File: src/rtl/prism_sp_puzzle_hw_gem_ring_release_if.sv
// AXI4 write-only channel bundle (AW/W/B) used by the GEM ring-release stage.
interface prism_sp_puzzle_hw_gem_ring_release_if #(
    parameter int unsigned ADDR_W = 32,
    parameter int unsigned DATA_W = 64,
    parameter int unsigned ID_W   = 4
);
    logic              awvalid;
    logic              awready;
    logic [ADDR_W-1:0] awaddr;
    logic [7:0]        awlen;
    logic [2:0]        awsize;
    logic [1:0]        awburst;
    logic [ID_W-1:0]   awid;
    logic [3:0]        awcache;
    logic [2:0]        awprot;

    logic                wvalid;
    logic                wready;
    logic [DATA_W-1:0]   wdata;
    logic [DATA_W/8-1:0] wstrb;
    logic                wlast;

    logic       bvalid;
    logic       bready;
    logic [1:0] bresp;

    modport master (
        output awvalid, awaddr, awlen, awsize, awburst, awid, awcache, awprot,
        output wvalid, wdata, wstrb, wlast,
        output bready,
        input  awready, wready, bvalid, bresp
    );

    modport slave (
        input  awvalid, awaddr, awlen, awsize, awburst, awid, awcache, awprot,
        input  wvalid, wdata, wstrb, wlast,
        input  bready,
        output awready, wready, bvalid, bresp
    );
endinterface

File: src/rtl/prism_sp_puzzle_hw_gem_ring_release.sv
// GEM ring-release stage: writes finished descriptors back with the ownership bit set.
// Optional IRQ coalescing is enabled by defining PRISM_SP_RING_RELEASE_IRQ_COAL_EN.
module prism_sp_puzzle_hw_gem_ring_release #(
    parameter int unsigned DESC_WIDTH        = 64,
    parameter int unsigned SYSTEM_ADDR_WIDTH = 32,
    parameter int unsigned OWN_BIT           = 0,
    parameter int unsigned IRQ_COAL_THRESH   = 8,
    parameter int unsigned IRQ_COAL_TIMEOUT  = 1024
) (
    input  logic                                  clock,
    input  logic                                  resetn,
    input  logic                                  enable,
    input  logic                                  i_cookie_empty,
    output logic                                  i_cookie_rd_en,
    input  logic [SYSTEM_ADDR_WIDTH+DESC_WIDTH-1:0] i_cookie_rd_data,
    prism_sp_puzzle_hw_gem_ring_release_if.master axi,
    output logic [31:0]                           release_count,
    output logic                                  err,
    output logic                                  irq_pulse
);

    localparam int unsigned CW = SYSTEM_ADDR_WIDTH + DESC_WIDTH;
    localparam logic [DESC_WIDTH-1:0] OWN_MASK = {{(DESC_WIDTH-1){1'b0}}, 1'b1} << OWN_BIT;
    localparam logic [1:0] RESP_OKAY = 2'b00;

    localparam logic [2:0] S_IDLE  = 3'd0;
    localparam logic [2:0] S_FETCH = 3'd1;
    localparam logic [2:0] S_LATCH = 3'd2;
    localparam logic [2:0] S_SEND  = 3'd3;
    localparam logic [2:0] S_RESP  = 3'd4;

    // Elaboration-time guard on parameter legality.
    if (DESC_WIDTH < 32 || (DESC_WIDTH & (DESC_WIDTH - 1)) != 0 || OWN_BIT >= DESC_WIDTH ||
        IRQ_COAL_THRESH < 1 || IRQ_COAL_THRESH > 255 || IRQ_COAL_TIMEOUT < 1) begin : g_bad_param
        $error("prism_sp_puzzle_hw_gem_ring_release: illegal parameter value");
    end

    logic [2:0]                   state_q, state_d;
    logic                         rd_en_q, rd_en_d;
    logic                         awvalid_q, awvalid_d;
    logic                         wvalid_q, wvalid_d;
    logic                         bready_q, bready_d;
    logic [SYSTEM_ADDR_WIDTH-1:0] awaddr_q, awaddr_d;
    logic [DESC_WIDTH-1:0]        wdata_q, wdata_d;
    logic [31:0]                  count_q, count_d;
    logic                         err_q, err_d;
    logic                         irq_q, irq_d;
    logic                         release_ok_c;

    // Next-state and datapath: one descriptor in flight, AW and W retire independently.
    always_comb begin
        state_d      = state_q;
        rd_en_d      = 1'b0;
        awvalid_d    = awvalid_q;
        wvalid_d     = wvalid_q;
        bready_d     = bready_q;
        awaddr_d     = awaddr_q;
        wdata_d      = wdata_q;
        count_d      = count_q;
        err_d        = err_q;
        release_ok_c = 1'b0;
        unique case (state_q)
            S_IDLE: begin
                if (enable && !i_cookie_empty) begin
                    rd_en_d = 1'b1;
                    state_d = S_FETCH;
                end
            end
            S_FETCH: state_d = S_LATCH;
            S_LATCH: begin
                awaddr_d  = i_cookie_rd_data[CW-1 -: SYSTEM_ADDR_WIDTH];
                wdata_d   = i_cookie_rd_data[DESC_WIDTH-1:0] | OWN_MASK;
                awvalid_d = 1'b1;
                wvalid_d  = 1'b1;
                state_d   = S_SEND;
            end
            S_SEND: begin
                if (axi.awready) awvalid_d = 1'b0;
                if (axi.wready)  wvalid_d  = 1'b0;
                if (!awvalid_d && !wvalid_d) begin
                    bready_d = 1'b1;
                    state_d  = S_RESP;
                end
            end
            S_RESP: begin
                if (axi.bvalid && bready_q) begin
                    bready_d = 1'b0;
                    state_d  = S_IDLE;
                    if (axi.bresp == RESP_OKAY) begin
                        count_d      = count_q + 32'd1;
                        release_ok_c = 1'b1;
                    end else begin
                        err_d = 1'b1;
                    end
                end
            end
            default: state_d = S_IDLE;
        endcase
    end

`ifdef PRISM_SP_RING_RELEASE_IRQ_COAL_EN
    localparam int unsigned TMR_W = $clog2(IRQ_COAL_TIMEOUT + 1);

    logic [7:0]       batch_q, batch_d;
    logic [TMR_W-1:0] timer_q, timer_d;

    // Coalescing: pulse on a full batch, or on idle timeout with a partial batch.
    always_comb begin
        batch_d = batch_q;
        timer_d = timer_q;
        irq_d   = 1'b0;
        if (release_ok_c) begin
            timer_d = '0;
            if (batch_q + 8'd1 == 8'(IRQ_COAL_THRESH)) begin
                irq_d   = 1'b1;
                batch_d = '0;
            end else begin
                batch_d = batch_q + 8'd1;
            end
        end else if (batch_q != 8'd0) begin
            if (timer_q == TMR_W'(IRQ_COAL_TIMEOUT - 1)) begin
                irq_d   = 1'b1;
                batch_d = '0;
                timer_d = '0;
            end else begin
                timer_d = timer_q + TMR_W'(1);
            end
        end
    end

    always_ff @(posedge clock or negedge resetn) begin
        if (!resetn) begin
            batch_q <= '0;
            timer_q <= '0;
        end else begin
            batch_q <= batch_d;
            timer_q <= timer_d;
        end
    end
`else
    always_comb irq_d = release_ok_c;
`endif

    always_ff @(posedge clock or negedge resetn) begin
        if (!resetn) begin
            state_q   <= S_IDLE;
            rd_en_q   <= 1'b0;
            awvalid_q <= 1'b0;
            wvalid_q  <= 1'b0;
            bready_q  <= 1'b0;
            awaddr_q  <= '0;
            wdata_q   <= '0;
            count_q   <= '0;
            err_q     <= 1'b0;
            irq_q     <= 1'b0;
        end else begin
            state_q   <= state_d;
            rd_en_q   <= rd_en_d;
            awvalid_q <= awvalid_d;
            wvalid_q  <= wvalid_d;
            bready_q  <= bready_d;
            awaddr_q  <= awaddr_d;
            wdata_q   <= wdata_d;
            count_q   <= count_d;
            err_q     <= err_d;
            irq_q     <= irq_d;
        end
    end

    assign i_cookie_rd_en = rd_en_q;
    assign release_count  = count_q;
    assign err            = err_q;
    assign irq_pulse      = irq_q;

    // Single-beat INCR, normal non-cacheable bufferable, full strobes.
    assign axi.awvalid = awvalid_q;
    assign axi.awaddr  = awaddr_q;
    assign axi.awlen   = 8'd0;
    assign axi.awsize  = 3'($clog2(DESC_WIDTH / 8));
    assign axi.awburst = 2'b01;
    assign axi.awid    = '0;
    assign axi.awcache = 4'b0011;
    assign axi.awprot  = 3'b000;
    assign axi.wvalid  = wvalid_q;
    assign axi.wdata   = wdata_q;
    assign axi.wstrb   = '1;
    assign axi.wlast   = 1'b1;
    assign axi.bready  = bready_q;

endmodule

File: src/flat_wrapper.sv
// flat-port wrapper written by rule: the top's interface ports become plain ports
module prism_sp_puzzle_hw_gem_ring_release_flat 
#(
    parameter int unsigned DESC_WIDTH        = 64,
    parameter int unsigned SYSTEM_ADDR_WIDTH = 32,
    parameter int unsigned OWN_BIT           = 0,
    parameter int unsigned IRQ_COAL_THRESH   = 8,
    parameter int unsigned IRQ_COAL_TIMEOUT  = 1024
)
  (clock, resetn, enable, i_cookie_empty, i_cookie_rd_en, i_cookie_rd_data, release_count, err, irq_pulse, axi_awvalid, axi_awaddr, axi_awlen, axi_awsize, axi_awburst, axi_awid, axi_awcache, axi_awprot, axi_wvalid, axi_wdata, axi_wstrb, axi_wlast, axi_bready, axi_awready, axi_wready, axi_bvalid, axi_bresp);
  prism_sp_puzzle_hw_gem_ring_release_if #(.ADDR_W((32)), .DATA_W((64))) axi_i ();
  input  logic clock;
  input  logic resetn;
  input  logic enable;
  input  logic i_cookie_empty;
  output logic i_cookie_rd_en;
  input  logic [SYSTEM_ADDR_WIDTH+DESC_WIDTH-1:0] i_cookie_rd_data;
  output logic [31:0] release_count;
  output logic err;
  output logic irq_pulse;
  output wire logic [$bits(axi_i.awvalid)-1:0] axi_awvalid;
  output wire logic [$bits(axi_i.awaddr)-1:0] axi_awaddr;
  output wire logic [$bits(axi_i.awlen)-1:0] axi_awlen;
  output wire logic [$bits(axi_i.awsize)-1:0] axi_awsize;
  output wire logic [$bits(axi_i.awburst)-1:0] axi_awburst;
  output wire logic [$bits(axi_i.awid)-1:0] axi_awid;
  output wire logic [$bits(axi_i.awcache)-1:0] axi_awcache;
  output wire logic [$bits(axi_i.awprot)-1:0] axi_awprot;
  output wire logic [$bits(axi_i.wvalid)-1:0] axi_wvalid;
  output wire logic [$bits(axi_i.wdata)-1:0] axi_wdata;
  output wire logic [$bits(axi_i.wstrb)-1:0] axi_wstrb;
  output wire logic [$bits(axi_i.wlast)-1:0] axi_wlast;
  output wire logic [$bits(axi_i.bready)-1:0] axi_bready;
  input wire logic [$bits(axi_i.awready)-1:0] axi_awready;
  input wire logic [$bits(axi_i.wready)-1:0] axi_wready;
  input wire logic [$bits(axi_i.bvalid)-1:0] axi_bvalid;
  input wire logic [$bits(axi_i.bresp)-1:0] axi_bresp;
  assign axi_awvalid = axi_i.awvalid;
  assign axi_awaddr = axi_i.awaddr;
  assign axi_awlen = axi_i.awlen;
  assign axi_awsize = axi_i.awsize;
  assign axi_awburst = axi_i.awburst;
  assign axi_awid = axi_i.awid;
  assign axi_awcache = axi_i.awcache;
  assign axi_awprot = axi_i.awprot;
  assign axi_wvalid = axi_i.wvalid;
  assign axi_wdata = axi_i.wdata;
  assign axi_wstrb = axi_i.wstrb;
  assign axi_wlast = axi_i.wlast;
  assign axi_bready = axi_i.bready;
  assign axi_i.awready = axi_awready;
  assign axi_i.wready = axi_wready;
  assign axi_i.bvalid = axi_bvalid;
  assign axi_i.bresp = axi_bresp;
  prism_sp_puzzle_hw_gem_ring_release #(.DESC_WIDTH(DESC_WIDTH), .SYSTEM_ADDR_WIDTH(SYSTEM_ADDR_WIDTH), .OWN_BIT(OWN_BIT), .IRQ_COAL_THRESH(IRQ_COAL_THRESH), .IRQ_COAL_TIMEOUT(IRQ_COAL_TIMEOUT)) u_core (.clock(clock), .resetn(resetn), .enable(enable), .i_cookie_empty(i_cookie_empty), .i_cookie_rd_en(i_cookie_rd_en), .i_cookie_rd_data(i_cookie_rd_data), .axi(axi_i), .release_count(release_count), .err(err), .irq_pulse(irq_pulse));
endmodule
File: config.mk
export PLATFORM = sky130hd
export DESIGN_NAME = prism_sp_puzzle_hw_gem_ring_release_flat
export DESIGN_NICKNAME = d
export VERILOG_FILES = /design/src/rtl/prism_sp_puzzle_hw_gem_ring_release_if.sv /design/src/rtl/prism_sp_puzzle_hw_gem_ring_release.sv /design/src/flat_wrapper.sv
export SDC_FILE = /design/constraint.sdc
export NUM_CORES = 1
export LEC_CHECK = 0
export CAP_MARGIN = 0
export CORE_MARGIN = 10
export CORE_UTILIZATION = 41
export CTS_CLUSTER_SIZE = 40
export DETAILED_ROUTE_END_ITERATION = 7
export PLACE_DENSITY = 0.87
export SLEW_MARGIN = 20
export SYNTH_ARGS = -nofsm -noshare
export SYNTH_HDL_FRONTEND = slang
export SYNTH_SLANG_ARGS = --single-unit
File: constraint.sdc
create_clock -name clock -period 2.2 [get_ports clock]
set_input_delay 0.33 -clock clock [delete_from_list [all_inputs] [get_ports clock]]
set_output_delay 0.33 -clock clock [all_outputs]
set_load 0.005 [all_outputs]
# Word level (Yosys, flattened, before mapping)
# Index checks and enable logic that the tools add are counted.
# word_totals
regBits	137
out_inout_bits	167
wordCells	51
# op_classes
add_sub_neg	1
eq_ne	7
muxes	18
bitwise_logic	1
reduce_logical	14
# ops
operator	n
32-bit by 1-bit adder with 32-bit output (second input constant)	1
3-bit case mux with 5 select lines	1
3-bit AND reduction	4
1-bit two-way mux	11
3-bit two-way mux	3
3-bit by 2-bit == test with 1-bit output (second input constant)	2
2-bit by 1-bit != test with 1-bit output (second input constant)	3
1-bit case mux with 2 select lines	3
2-bit nonzero test	2
3-bit by 1-bit == test with 1-bit output (second input constant)	1
3-bit == test (second input constant)	1
1-bit logical AND	3
1-bit logical NOT	3
3-bit logical NOT	1
2-bit logical NOT	1
1-bit inverter	1

# Depth between registers and ports, before layout
# Gate-level depths: netlist (run 1).
# logic_depth
depth_word	6
ltp_mapped	7
ltp_nobuf	5

# Worst setup path before layout (run 1)
# OpenSTA, ideal clock, no wires.
# synth_timing
kind	register to register
start	register u_core.state_q[1]
end	register u_core.wdata_q[31], in the netlist u_core.axi.wdata[31]
t_arrival_ns	1.624
path_slack_ns	0.452
path_stages_with_launch	8
n_path_buf	4
synth_period_minus_slack_ns	1.748
path_cell_list	dfrtp_1 buf_2 nor2b_1 and2b_1 buf_2 buf_4 buf_2 mux2_2
# synth_via
elab_chain_len	1
# synth_lines
item	line_no	source
from (decl)	prism_sp_puzzle_hw_gem_ring_release.sv:38	logic [2:0] state_q, state_d;
from (signal assigned)	prism_sp_puzzle_hw_gem_ring_release.sv:157	state_q <= state_d;
3-bit by 2-bit == test with 1-bit output	prism_sp_puzzle_hw_gem_ring_release.sv:62	unique case (state_q)
to (signal assigned)	prism_sp_puzzle_hw_gem_ring_release.sv:163	wdata_q <= wdata_d;
to (decl)	prism_sp_puzzle_hw_gem_ring_release.sv:44	logic [DESC_WIDTH-1:0] wdata_q, wdata_d;
# Every way passes these cells.
# A chain may end at the register's enable or synchronous reset.

# Worst setup path after layout (run 1)
# layout_timing
start	register u_core.state_q[1]
end	register u_core.awaddr_q[29], in the netlist u_core.axi.awaddr[29]
# layout_via
elab_chain_len	1
# layout_lines
item	line_no	source
3-bit by 2-bit == test with 1-bit output	prism_sp_puzzle_hw_gem_ring_release.sv:62	
to (signal assigned)	prism_sp_puzzle_hw_gem_ring_release.sv:162	awaddr_q <= awaddr_d;
to (decl)	prism_sp_puzzle_hw_gem_ring_release.sv:43	logic [SYSTEM_ADDR_WIDTH-1:0] awaddr_q, awaddr_d;
# Every way passes these cells.

==> flow_metrics.env, run 1 <==
export IMPL_regToRegEndpoint="u_core.axi.awaddr[29]$_DFFE_PN0P_"
export IMPL_postSynthRegisterBits=137
export IMPL_gp_congestion=0.835
export IMPL_cp_arrival_ns=2.20
export IMPL_yosysTopAreaCellShare_pct=59.5
export IMPL_h_tree_depth=4
export IMPL_critPathRequiredTime_ns=2.48
export IMPL_fin_hold_ws_ns=0.355
export IMPL_start_point_of_the_critical_path="u_core.state_q[1]$_DFFE_PN0P_"
export IMPL_route_detailed_vias_per_inst=4.80
export IMPL_num_vias=4139
export IMPL_ys_async_sr_fraction_pct=100
export IMPL_final_slew_viol_count=0
export IMPL_crit_reg2reg_launch="u_core.state_q[1]$_DFFE_PN0P_"
export IMPL_core_region_area_mm2=0.0138
export IMPL_yosys_area_top_type="sky130_fd_sc_hd__dfrtp_1"
export IMPL_floorplan_rows=43
export IMPL_worstPathMaxFanout=37
export IMPL_report_power_total_w=0.0116
export IMPL_hold_violations=0
export IMPL_synthesis_yosys_warnings=0
export IMPL_commonest_cells_after_routing_fill_and_taps_aside="sky130_fd_sc_hd__clkdlybuf4s50_1 (236), sky130_fd_sc_hd__dfrtp_1 (137), sky130_fd_sc_hd__mux2_2 (97), sky130_fd_sc_hd__conb_1 (33), sky130_fd_sc_hd__xnor2_1 (21)"
export IMPL_syn_mean_instance_area_um2=13.9
export IMPL_crit_path_end="u_core.axi.awaddr[29]$_DFFE_PN0P_"
export IMPL_insertion_delay_ns=0.41
export IMPL_postRouteWirelength_mm=16.4
export IMPL_postCtsSetupBuffers=0
export IMPL_p_r_area_growth_vs_syn_pct=54.4
export IMPL_timing_slew_headroom_pct=63.0
export IMPL_antenna_found_initial=0
export IMPL_tritoncts_num_sinks=137
export IMPL_worstSetupPathType="register to register"
export IMPL_fp_dieH_um=139
export IMPL_root_buffer_master="sky130_fd_sc_hd__clkbuf_16"
export IMPL_max_cap_violations=0
export IMPL_nNetsFinal=776
export IMPL_fin_skew_ns=0.00579
export IMPL_largest_net_degree_at_the_start_of_global_routing=58
export IMPL_tritoncts_num_buffers=17
export IMPL_fin_crit_ns=1.91
export IMPL_synthesis_instances=416
export IMPL_detail_route_iter0_violations=111
export IMPL_fmax_achieved_ghz=0.523
export IMPL_cts_repair_resized=0
export IMPL_detail_route_drc_violations=0
export IMPL_grt_setup_unrepaired="no"
export IMPL_design_die_area_mm2=0.0192
export IMPL_power_density_mw_per_mm2=1300
export IMPL_first_pass_grt_wire_length_mm=26.5
export IMPL_mostFrequentLayoutCell="sky130_fd_sc_hd__clkdlybuf4s50_1"
export IMPL_min_path_type="input pin to async pin"
export IMPL_rr_worst_depth=4
export IMPL_rrSetupSlack_ns=0.29
export IMPL_status="complete, no violations"
export IMPL_drive_gt1_share_pct=23.4
export IMPL_final_fill_count=995
export IMPL_yosys_most_used_dff="sky130_fd_sc_hd__dfrtp_1"
export IMPL_start_util_pct=41.7
export IMPL_diodes=0
export IMPL_clock_tree_buffer_depth=2
export IMPL_crit_end_element="register"
export IMPL_finish_utilization_pct=64.3
export IMPL_avg_wl_per_cell_um=19.0
export IMPL_place_detailed_hpwl_mm=12.8
export IMPL_syn_cell_area_mm2=0.00576
export IMPL_p_leak_nw=3.76
export IMPL_ys_top_cells_by_area="sky130_fd_sc_hd__dfrtp_1 (60%), sky130_fd_sc_hd__mux2_2 (19%), sky130_fd_sc_hd__buf_4 (4.4%)"
export IMPL_final_setup_viol_count=0
export IMPL_design_portCount=272
export IMPL_tns_ns=0
export IMPL_synth_edff_count=0
export IMPL_cts_reportedPaths_clkPinSlew_ns=0.06
export IMPL_synth_unique_cells=43
export IMPL_die_span_in_x_um=139
export IMPL_first_global_vias=4632
export IMPL_global_route_overflow_total=0
export IMPL_final_period_utilization_pct=86.9
export IMPL_detail_route_antenna_nets=0
export IMPL_ir_drop_uv=649
export IMPL_cts_tree="built"
export IMPL_ys_seq_area_share_pct=59.5
export IMPL_detail_route_first_pass_iterations=4
export IMPL_max_slew_worst_pin_slew_ns=0.551
export IMPL_grtUsageTotal_pct=17.1
export IMPL_cp_start_kind="register"
export IMPL_io_buffer_count=237
## cell type report
class,instances,area [µm²],share of cell area [%]
Clock buffer,18,439,4.94
Clock inverter,14,131,1.48
Inverter,4,15.0,0.169
Multi-Input combinational cell,257,2110,23.7
Sequential cell,137,3430,38.5
Tap cell,180,225,2.53
Timing Repair Buffer,253,2550,28.6
## through the flow
stage	setup slack [ns]	instances	area, µm²
2_1_floorplan	0.452	447	5880
3_3_place_gp	0.0536	830	8310
3_5_place_dp	-0.0542	830	8310
4_1_cts	0.289	863	8890
5_1_grt	0.213	863	8890
6_report	0.289	863	8890
## power by group
group	internal [W]	leakage (nW)	total [W]	switching [W]
combinational	0.00319	1.80	0.00476	0.00157
clock	0.00168	0.281	0.00272	0.00104
sequential	0.00354	1.68	0.00412	0.000583
## cell families (layout without fill, tap and decap cells)
logic type,count (synthesis),in the layout,share of synthesized area (%)
fa+ha+maj,1,1,0.217
compound gates,10,10,1.30
mux,97,97,19.0
flops,137,137,59.5
xor+xnor,31,31,4.71
other cells,2,33,0.130
simple gates,85,85,9.21
buf+inv,53,289,5.97
## state kept, by name, summed over array words and instances (netlist names), 3 cells and up
name                  flops
u_core.axi.wdata         64
u_core.axi.awaddr        32
u_core.release_count     32
u_core.state_q            3
## critical path, cell delays in order (launching register included)
cell and delay, ns:
sky130_fd_sc_hd__dfrtp_1 0.52, sky130_fd_sc_hd__nor2b_1 0.27, sky130_fd_sc_hd__and2b_4 0.34, sky130_fd_sc_hd__buf_12 0.26
sky130_fd_sc_hd__mux2_2 0.37
## per-layer routing
metal  track usage, %  wire length [µm]  up-vias
li1                 -                 -     1899
met1             19.8              6470     2034
met2             28.9              8300      187
met3             6.20              1370       19
met4             5.05               247        0
met5                0                 0        -
## synthesized netlist by cell type, types with 2 or more instances
cell type / instances
sky130_fd_sc_hd__xnor2_1: 21
sky130_fd_sc_hd__nor2_1: 6
sky130_fd_sc_hd__clkbuf_2: 2
sky130_fd_sc_hd__and4_2: 3
sky130_fd_sc_hd__nand4_1: 13
sky130_fd_sc_hd__nor2b_1: 2
sky130_fd_sc_hd__nor3_1: 2
sky130_fd_sc_hd__nand2_1: 17
sky130_fd_sc_hd__nor4_1: 5
sky130_fd_sc_hd__and3_1: 5
sky130_fd_sc_hd__nor4_2: 3
sky130_fd_sc_hd__dfrtp_1: 137
sky130_fd_sc_hd__a21o_1: 2
sky130_fd_sc_hd__mux2_2: 97
sky130_fd_sc_hd__nand4bb_1: 2
sky130_fd_sc_hd__buf_4: 34
sky130_fd_sc_hd__buf_2: 12
sky130_fd_sc_hd__xor2_1: 10
sky130_fd_sc_hd__conb_1: 2
sky130_fd_sc_hd__a21oi_1: 2
sky130_fd_sc_hd__inv_1: 4
sky130_fd_sc_hd__and2_1: 4
sky130_fd_sc_hd__nand3_1: 11
## how the worst min path moves through the flow
stage	startpoint	endpoint	slack (ns)	cells after the start
after detailed placement	resetn	u_core.release_count[5]$_DFFE_PN0P_	0.22	1
after global placement	resetn	u_core.release_count[13]$_DFFE_PN0P_	0.22	1
after floorplan	resetn	u_core.axi.awaddr[0]$_DFFE_PN0P_	0.03	0
after CTS	resetn	u_core.release_count[11]$_DFFE_PN0P_	0.35	2
final	resetn	u_core.release_count[5]$_DFFE_PN0P_	0.36	2
after global routing	resetn	u_core.release_count[5]$_DFFE_PN0P_	0.37	2
## repair_timing
item / CTS / global route
hold endpoints to repair: 27 / 0
hold buffers: 1 / 0
setup endpoints to repair: 0 / 0
Power figures use the tool's default switching activity.
==> run 2: changes to the inputs <==
--- a/config.mk
+++ b/config.mk
@@ -6,7 +6,6 @@
 export NUM_CORES = 1
 export LEC_CHECK = 0
 export CAP_MARGIN = 0
-export CORE_MARGIN = 10
 export CORE_UTILIZATION = 41
 export CTS_CLUSTER_SIZE = 40
 export DETAILED_ROUTE_END_ITERATION = 7
==> flow_metrics.env, run 2 (synthesis results as in run 1) <==
export IMPL_regToRegEndpoint="u_core.release_count[28]$_DFFE_PN0P_"
export IMPL_worstPathMaxFanout=5
export IMPL_cts_hold_buffers=0
export IMPL_ir_drop_uv=847
export IMPL_crit_end_element="register"
export IMPL_tritoncts_num_sinks=137
export IMPL_netSwitchingPower_w=0.00312
export IMPL_first_pass_grt_wire_length_mm=22.3
export IMPL_power_sequential_fraction_pct=34.8
export IMPL_num_vias=4118
export IMPL_commonest_cells_after_routing_fill_and_taps_aside="sky130_fd_sc_hd__clkdlybuf4s50_1 (236), sky130_fd_sc_hd__dfrtp_1 (137), sky130_fd_sc_hd__mux2_2 (97), sky130_fd_sc_hd__conb_1 (33), sky130_fd_sc_hd__xnor2_1 (21)"
export IMPL_core_region_area_mm2=0.0135
export IMPL_fin_hold_ws_ns=0.0108
export IMPL_diodes=0
export IMPL_final_cell_area_mm2=0.00892
export IMPL_postRouteWirelength_mm=14.1
export IMPL_seq_cell_area_mm2=0.00343
export IMPL_tns_ns=0
export IMPL_die_span_in_x_um=121
export IMPL_cts_repair_resized=0
export IMPL_root_buffer_master="sky130_fd_sc_hd__clkbuf_16"
export IMPL_fmax_achieved_ghz=0.541
export IMPL_grtUsageTotal_pct=20.3
export IMPL_max_cap_violations=0
export IMPL_final_slew_viol_count=0
export IMPL_final_period_utilization_pct=84.0
export IMPL_cp_start_kind="register"
export IMPL_h_tree_depth=4
export IMPL_critical_path_cell_list="ha_1 -> inv_1 -> or4_4 -> nor4_1 -> xor2_1"
export IMPL_first_global_vias=4292
export IMPL_max_slew_worst_pin_slew_ns=0.719
export IMPL_fp_dieH_um=121
export IMPL_tritoncts_num_buffers=17
export IMPL_final_fill_count=973
export IMPL_number_of_buffer_and_inverter_stages_on_the_critical_path=1
export IMPL_status="complete, no violations"
export IMPL_fin_skew_ns=0.0104
export IMPL_place_ws_ns=-0.0238
export IMPL_min_path_type="input pin to async pin"
export IMPL_switching_share_pct=26.3
export IMPL_design_die_area_mm2=0.0145
export IMPL_avg_wl_per_cell_um=16.5
export IMPL_share_comb_of_total_power_pct=38.9
export IMPL_multiInputGateArea_mm2=0.00211
export IMPL_largest_net_degree_at_the_start_of_global_routing=138
export IMPL_cts_tree="built"
export IMPL_detail_route_first_pass_iterations=4
export IMPL_cellInternalPower_w=0.00876
export IMPL_largest_reg_flops=64
export IMPL_fin_crit_ns=1.85
export IMPL_crit_family="simple AND/OR/NAND/NOR gates"
export IMPL_cts_reportedPaths_clkPinSlew_ns=0.06
export IMPL_global_route_overflow_total=0
export IMPL_clock_tree_buffer_depth=2
export IMPL_route_detailed_vias_per_inst=4.82
export IMPL_antenna_found_initial=0
export IMPL_io_buffer_count=237
export IMPL_insertion_delay_ns=0.41
export IMPL_dpl_cell_area_mm2=0.00827
export IMPL_critPathRequiredTime_ns=2.53
export IMPL_detail_route_iter0_violations=184
export IMPL_nNetsFinal=772
export IMPL_rrSetupSlack_ns=0.35
export IMPL_detail_route_drc_violations=0
export IMPL_grt_setup_unrepaired="no"
export IMPL_cpPeakStageDelay_ns=0.57
export IMPL_design_portCount=272
export IMPL_worstSetupPathType="register to register"
export IMPL_detail_route_antenna_nets=0
export IMPL_finish_utilization_pct=66.3
export IMPL_floorplan_rows=42
export IMPL_drive_gt1_share_pct=22.8
export IMPL_mostFrequentLayoutCell="sky130_fd_sc_hd__clkdlybuf4s50_1"
export IMPL_critical_path_slowest_cell="sky130_fd_sc_hd__or4_4"
export IMPL_p_r_area_growth_vs_syn_pct=54.9
export IMPL_p_leak_nw=3.77
export IMPL_final_setup_viol_count=0
export IMPL_timing_slew_headroom_pct=52.1
export IMPL_rr_worst_depth=5
export IMPL_start_util_pct=42.8
export IMPL_cp_arrival_ns=2.18
export IMPL_clockPowerShare_pct=26.3
export IMPL_gp_congestion=0.863
export IMPL_final_critical_path_setup_slack_ns=0.352
export IMPL_power_density_mw_per_mm2=1330
export IMPL_place_detailed_hpwl_mm=10.2
export IMPL_postCtsSetupBuffers=0
export IMPL_hold_violations=0
export IMPL_crit_reg2reg_launch="u_core.release_count[0]$_DFFE_PN0P_"
## run 2: changes by cell type in the layout (fill, tap and decap cells not counted), sizes merged
cell         previous run  this run
buf                    16        13
clkinv                  9         3
clkinvlp                3         2
inv                     4         5
bufinv                  2         5
dlygate4sd3             1         0
clkbuf                 18        21
## run 2: layout make-up
class / count / area share, %
clock buffer: 21 / 5.16
clock inverter: 11 / 2.16
inverter: 4 / 0.168
multi-input combinational: 257 / 23.6
sequential: 137 / 38.4
tap: 176 / 2.47
timing repair buffer: 249 / 28.0
## run 2: power groups by stage
stage	clock [W]	sequential (W)	combinational, W
3_3_place_gp	0	0.00410	0.00451
4_1_cts	0.00318	0.00415	0.00469
5_1_grt	0.00329	0.00427	0.00492
3_5_place_dp	0	0.00418	0.00466
2_1_floorplan	0	0.00413	0.00210
6_report	0.00313	0.00414	0.00462
## run 2: layer usage
layer	up-vias	wire length [µm]	global-route usage [%]
li1	1887	-	-
met5	-	0	0
met3	30	1090	6.23
met4	0	380	9.72
met2	192	7220	34.7
met1	2009	5450	23.1
## run 2: how the worst max path moves through the flow
stage | startpoint | endpoint | slack [ns] | cells past startpoint
floorplan | u_core.state_q[1]$_DFFE_PN0P_ | u_core.axi.wdata[31]$_DFFE_PN0P_ | 0.45 | 7
global placement | axi_bresp[0] | u_core.release_count[10]$_DFFE_PN0P_ | 0.08 | 5
detailed placement | axi_bresp[0] | u_core.release_count[28]$_DFFE_PN0P_ | -0.02 | 5
CTS | u_core.axi.bready$_DFFE_PN0P_ | u_core.release_count[28]$_DFFE_PN0P_ | 0.37 | 4
global route | u_core.release_count[0]$_DFFE_PN0P_ | u_core.release_count[22]$_DFFE_PN0P_ | 0.22 | 5
finish | u_core.release_count[0]$_DFFE_PN0P_ | u_core.release_count[28]$_DFFE_PN0P_ | 0.35 | 5
## run 2: stage by stage
| stage | std cells | power, W |
|---|---|---|
| global route | 855 | 0.0125 |
| CTS | 855 | 0.0120 |
| floorplan | 447 | 0.00623 |
| detailed placement | 823 | 0.00884 |
| finish | 855 | 0.0119 |
| global placement | 823 | 0.00861 |
